===== src/rtl/ofm_writer.sv =====
// ofm_writer: requantizes a signed accumulator stream and writes one frame to OFM SRAM; define OFM_ROUND_EN for round-half-up before the shift
module ofm_writer #(
  parameter int ACC_WIDTH    = 20,
  parameter int DATA_WIDTH   = 8,
  parameter int ADDR_BITS    = 11,
  parameter int FRAME_PIXELS = 784,
  parameter int SHIFT        = 8
)(
  input  logic                  clk,
  input  logic                  rst_n,
  input  logic                  start,
  input  logic [ADDR_BITS-1:0]  base_addr,
  input  logic                  in_valid,
  input  logic [ACC_WIDTH-1:0]  in_data,
  output logic                  in_ready,
  output logic                  sram_write_en,
  output logic [ADDR_BITS-1:0]  sram_addr,
  output logic [DATA_WIDTH-1:0] sram_wdata,
  output logic                  busy,
  output logic                  frame_done,
  output logic [ADDR_BITS:0]    pix_count
);
  typedef enum logic [1:0] {IDLE, RUN, DONE} state_t;
  localparam logic [ADDR_BITS:0] FRAME = FRAME_PIXELS[ADDR_BITS:0];
  localparam logic [ADDR_BITS:0] ONE = 1;
  localparam logic signed [ACC_WIDTH:0] MAXV = {{(ACC_WIDTH+1-DATA_WIDTH){1'b0}}, {DATA_WIDTH{1'b1}}};
  state_t state, state_nxt;
  logic [ADDR_BITS-1:0] base;
  logic accept;
  logic signed [ACC_WIDTH:0] s;
  logic [DATA_WIDTH-1:0] q;
`ifdef OFM_ROUND_EN
  localparam logic [ACC_WIDTH:0] HALF = {{ACC_WIDTH{1'b0}}, 1'b1} << (SHIFT-1);
  assign s = ($signed({in_data[ACC_WIDTH-1], in_data}) + $signed(HALF)) >>> SHIFT;
`else
  assign s = $signed({in_data[ACC_WIDTH-1], in_data}) >>> SHIFT;
`endif
  assign q = s[ACC_WIDTH] ? '0 : (s > MAXV) ? '1 : s[DATA_WIDTH-1:0];
  assign accept = in_valid && in_ready;
  // state register
  always_ff @(posedge clk or negedge rst_n)
    if (!rst_n) state <= IDLE;
    else state <= state_nxt;
  // next state and state-decoded outputs; ready only while the frame still needs pixels
  always_comb begin
    state_nxt = state;
    in_ready = 1'b0;
    busy = 1'b0;
    frame_done = 1'b0;
    case (state)
      IDLE: if (start) state_nxt = RUN;
      RUN: begin
        busy = 1'b1;
        in_ready = pix_count < FRAME;
        if (in_valid && in_ready && pix_count == FRAME - ONE) state_nxt = DONE;
      end
      DONE: begin
        busy = 1'b1;
        frame_done = 1'b1;
        state_nxt = IDLE;
      end
      default: state_nxt = IDLE;
    endcase
  end
  // frame base/count capture and registered SRAM write port
  always_ff @(posedge clk or negedge rst_n)
    if (!rst_n) begin
      base <= '0;
      pix_count <= '0;
      sram_write_en <= 1'b0;
      sram_addr <= '0;
      sram_wdata <= '0;
    end else begin
      sram_write_en <= accept;
      if (state == IDLE && start) begin
        base <= base_addr;
        pix_count <= '0;
      end
      if (accept) begin
        sram_addr <= base + pix_count[ADDR_BITS-1:0];
        sram_wdata <= q;
        pix_count <= pix_count + ONE;
      end
    end
endmodule

===== config.mk =====
export PLATFORM = sky130hd
export DESIGN_NAME = ofm_writer
export DESIGN_NICKNAME = d
export VERILOG_FILES = /design/src/rtl/ofm_writer.sv
export SDC_FILE = /design/constraint.sdc
export NUM_CORES = 1
export LEC_CHECK = 0
export ABC_CLOCK_PERIOD_IN_PS = 2500
export BUFFER_PORTS_ARGS = -buffer_cell sky130_fd_sc_hd__buf_2
export CORE_AREA = 2 2 72 74
export DETAILED_ROUTE_END_ITERATION = 6
export DIE_AREA = 0 0 74 76
export PLACE_DENSITY_LB_ADDON = 0.12
export SYNTH_ARGS = -nofsm -noshare
export SYNTH_HDL_FRONTEND = slang
export SYNTH_SLANG_ARGS = --single-unit

===== constraint.sdc =====
create_clock -name clk -period 2.5 [get_ports clk]
set_clock_uncertainty 0.1 [all_clocks]
set_input_delay 0.5 -clock clk [delete_from_list [all_inputs] [get_ports clk]]
set_output_delay 0.5 -clock clk [all_outputs]
set_load 0.01 [all_outputs]

==> impl_metrics.csv <==
group,metric,value,unit
grt,grt_pass1_vias,1804,
synthesis,synth_compound_area_frac,0.163,
timing,fin_crit_sh,0.925,
setup_path,cpPeakStageDelay,0.43,ns
grt,met1_usage,0.255,
min_path,hold_class,"in2async",
timing,tns,0,ns
floorplanning,initial_utilization,0.482,
setup_path,required,2.62,ns
clocking,clkSinkCount,45,
clocking,clock_path_buffers,2,
setup_path,crit_type,"reg2reg",
timing,layout_min_cycle_time,2.31,ns
route,antenna_left,0,
final_layout,drive_gt1_frac,0.295,
final_layout,nets,356,
floorplanning,dieHeight,76,um
placement,port-buffer-count,61,
timing,rsz0062_at_grt,"no",
clocking,cts_tree,"done",
grt,grt_pass1_wl,8500,um
final_layout,syn2layout_area_growth,24.2,%
route,route.detailed.drc,0,
setup_path,path_buf_inv,1,
setup_path,r2r_cells,8,
placement,routabilityCongestion,0.880,
synthesis,ys_seq_area_frac,0.475,
synthesis,post-synth-top-area-cell,"dfrtp_1",
clocking,cts_buffers,5,
route,routed_wl,4960,um
synthesis,synth-edff-count,0,
grt,grt_use_met2,0.301,
timing,timing.fmax,432,MHz
synthesis,syn_inst,237,
synthesis,synthSimpleGateAreaFrac,0.149,
power_and_ir_drop,powerDensity,1050,mW/mm^2
timing,final-setup-viol-count,0,
route,firstDrtPassIters,4,
synthesis,synthMuxAreaShare,0.0618,
grt,antenna_found_initial,0,
setup_path,cp_cell_sequence,"ha_1, inv_1, fa_1, nor2b_1, o2111ai_1, a211oi_1, o21ai_0, a31oi_1",
route,drt-vias-per-instance,5.20,
synthesis,synth_ff_type,"dfrtp_1",
floorplanning,die_area,0.00562,sq mm
timing,tightest_slew,0.549,ns
floorplanning,die_w,74,um
clocking,htreeDepth,2,
synthesis,yosys_warnings,0,
grt,grt_overflow_total,0,
synthesis,syn_area,0.00237,sq mm
setup_path,worst_path_max_delay_cell,"dfrtp_1",
synthesis,async_reset_ff_frac,1.00,
setup_path,cp.arrival,2.43,ns
clocking,clkTransAtPathRegs,0.09,ns
placement,dp_hpwl,3750,um
synthesis,syn_avg_cell_area,10.0,sq um
power_and_ir_drop,power,3.08,mW
setup_path,cp-end-kind,"flop",
route,num_vias,1949,
route,drt-initial-drc-count,86,
synthesis,synth_top_family_by_area,"compound AO/OA/AOI/OAI gates",
final_layout,final_common_cell,"buf_2",
synthesis,synth_seq_cells,45,
floorplanning,core_area,0.00491,sq mm
clocking,clock_latency,0.30,ns
floorplanning,ios,70,
synthesis,syn_nets,289,
setup_path,cp.depth,8,
timing,drv_slew,0,
clocking,cts-resized-gates,0,
synthesis,synthAdderAreaFrac,0.0929,
grt,grt_use_met3,0.0556,
grt,grt_max_degree,24,
setup_path,critical_path.startpoint_type,"flop",
synthesis,ys_types,41,
final_layout,layout_common_cells,"buf_2, dfrtp_1, nand2_1",
clocking,root_buffer,"clkbuf_8",
final_layout,diodes,0,
run_status,status,"finished, final reports clean",
synthesis,synth_xor_area_frac,0.0296,
synthesis,synth_top_area_frac,0.475,
run,maxCapViolCount,0,
floorplanning,row_count,26,
route,wl_per_cell,13.2,um
timing,hold_viol,0,
grt,grt_usage,0.192,
clocking,cts_setup_buffers,0,
power_and_ir_drop,p_leak,1.48,nW
timing,maxSlewHeadroom,0.634,
setup_path,crit_family,"compound AO/OA/AOI/OAI gates",
clocking,cts_hold_buf,0,
setup_path,worstPathMaxFanout,6,
synthesis,synth_area_leaders,"dfrtp_1, ha_1, nand2_1",
power_and_ir_drop,ir_worst_vdd,0.000550,V
grt,busiest_layer,"met2",
report_power, final:
part           leakage (nW)  internal, mW  switching (mW)
Sequential            0.570          1.00           0.162
Combinational         0.840         0.573           0.693
Clock                0.0681         0.397           0.251
Total                  1.48          1.97            1.11
flip-flops by register name, summed over array words and instances (netlist names):
signal         cells
sram_addr         11
base              11
sram_wdata         8
sram_write_en      1
state              2
pix_count         12
worst register-to-register path: stages, from the launching register on:
cell and delay, ns:
dfrtp_1 0.43, ha_1 0.22, inv_1 0.06, fa_1 0.39
nor2b_1 0.17, o2111ai_1 0.21, a211oi_1 0.36, o21ai_0 0.14
a31oi_1 0.16
layout make-up:
type	instances	area (sq um)
repair buffers	69	378
multi-input cells	175	1190
clock inverters	3	65.1
well taps	70	87.6
clock buffers	5	68.8
fillers	462	1970
flip-flops and latches	45	1130
inverters	8	30.0
worst paths after layout:
| kind | from | endpoint | slack, ns |
|---|---|---|---|
| max | pix_count[0]$_DFFE_PN0P_ | sram_addr[10]$_DFFE_PN0P_ | 0.19 |
| min | rst_n | sram_addr[2]$_DFFE_PN0P_ | 0.08 |
| max reg2reg | pix_count[0]$_DFFE_PN0P_ | sram_addr[10]$_DFFE_PN0P_ | 0.19 |
| min reg2reg | sram_wdata[7]$_DFFE_PN0P_ | sram_wdata[7]$_DFFE_PN0P_ | 0.37 |
| max in group asynchronous | rst_n | pix_count[7]$_DFFE_PN0P_ | 1.72 |
| min in group clk | start | pix_count[9]$_DFFE_PN0P_ | 0.32 |
metal layers:
metal	share of wire	vias to the layer above	wire length, um
met2	0.46	54	2300
li1	-	976	-
met1	0.46	908	2300
met3	0.054	11	268
met4	0.018	0	87
met5	0	-	0
synth_stat cells, types with 2 or more instances:
cell	count
nand3_1	8
and3_1	3
or3_1	3
ha_1	16
xor2_1	4
a211oi_1	2
a21oi_1	7
clkbuf_1	4
buf_1	2
o21a_1	2
o31ai_1	11
o21ai_1	9
o21ai_0	14
a21o_1	3
nand2_1	34
xnor2_1	4
buf_2	3
nor2_1	16
dfrtp_1	45
mux2_2	11
a31oi_1	6
nor3_1	3
and2_1	2
mux2_1	2
inv_1	7
cell families (layout without fill, tap and decap cells):
logic type      Yosys count  in the layout
simple gates             76             76
compound gates           61             61
flops                    45             45
fa+ha+maj                17             17
buf+inv                  17             85
mux                      13             13
xor+xnor                  8              8
stage by stage:
| stage | worst slack, ns | instances | instance area, sq um | hold WS [ns] | util |
|---|---|---|---|---|---|
| 2_1_floorplan | 0.413 | 237 | 2370 | 0.104 | - |
| 3_3_place_gp | 0.260 | 367 | 2810 | 0.354 | 0.572 |
| 3_5_place_dp | 0.234 | 367 | 2810 | 0.360 | 0.572 |
| 4_1_cts | 0.213 | 375 | 2940 | 0.0887 | 0.599 |
| 5_1_grt | 0.0377 | 375 | 2940 | 0.115 | 0.599 |
| 6_report | 0.186 | 375 | 2940 | 0.0785 | 0.599 |
Power figures use the tool's default switching activity.
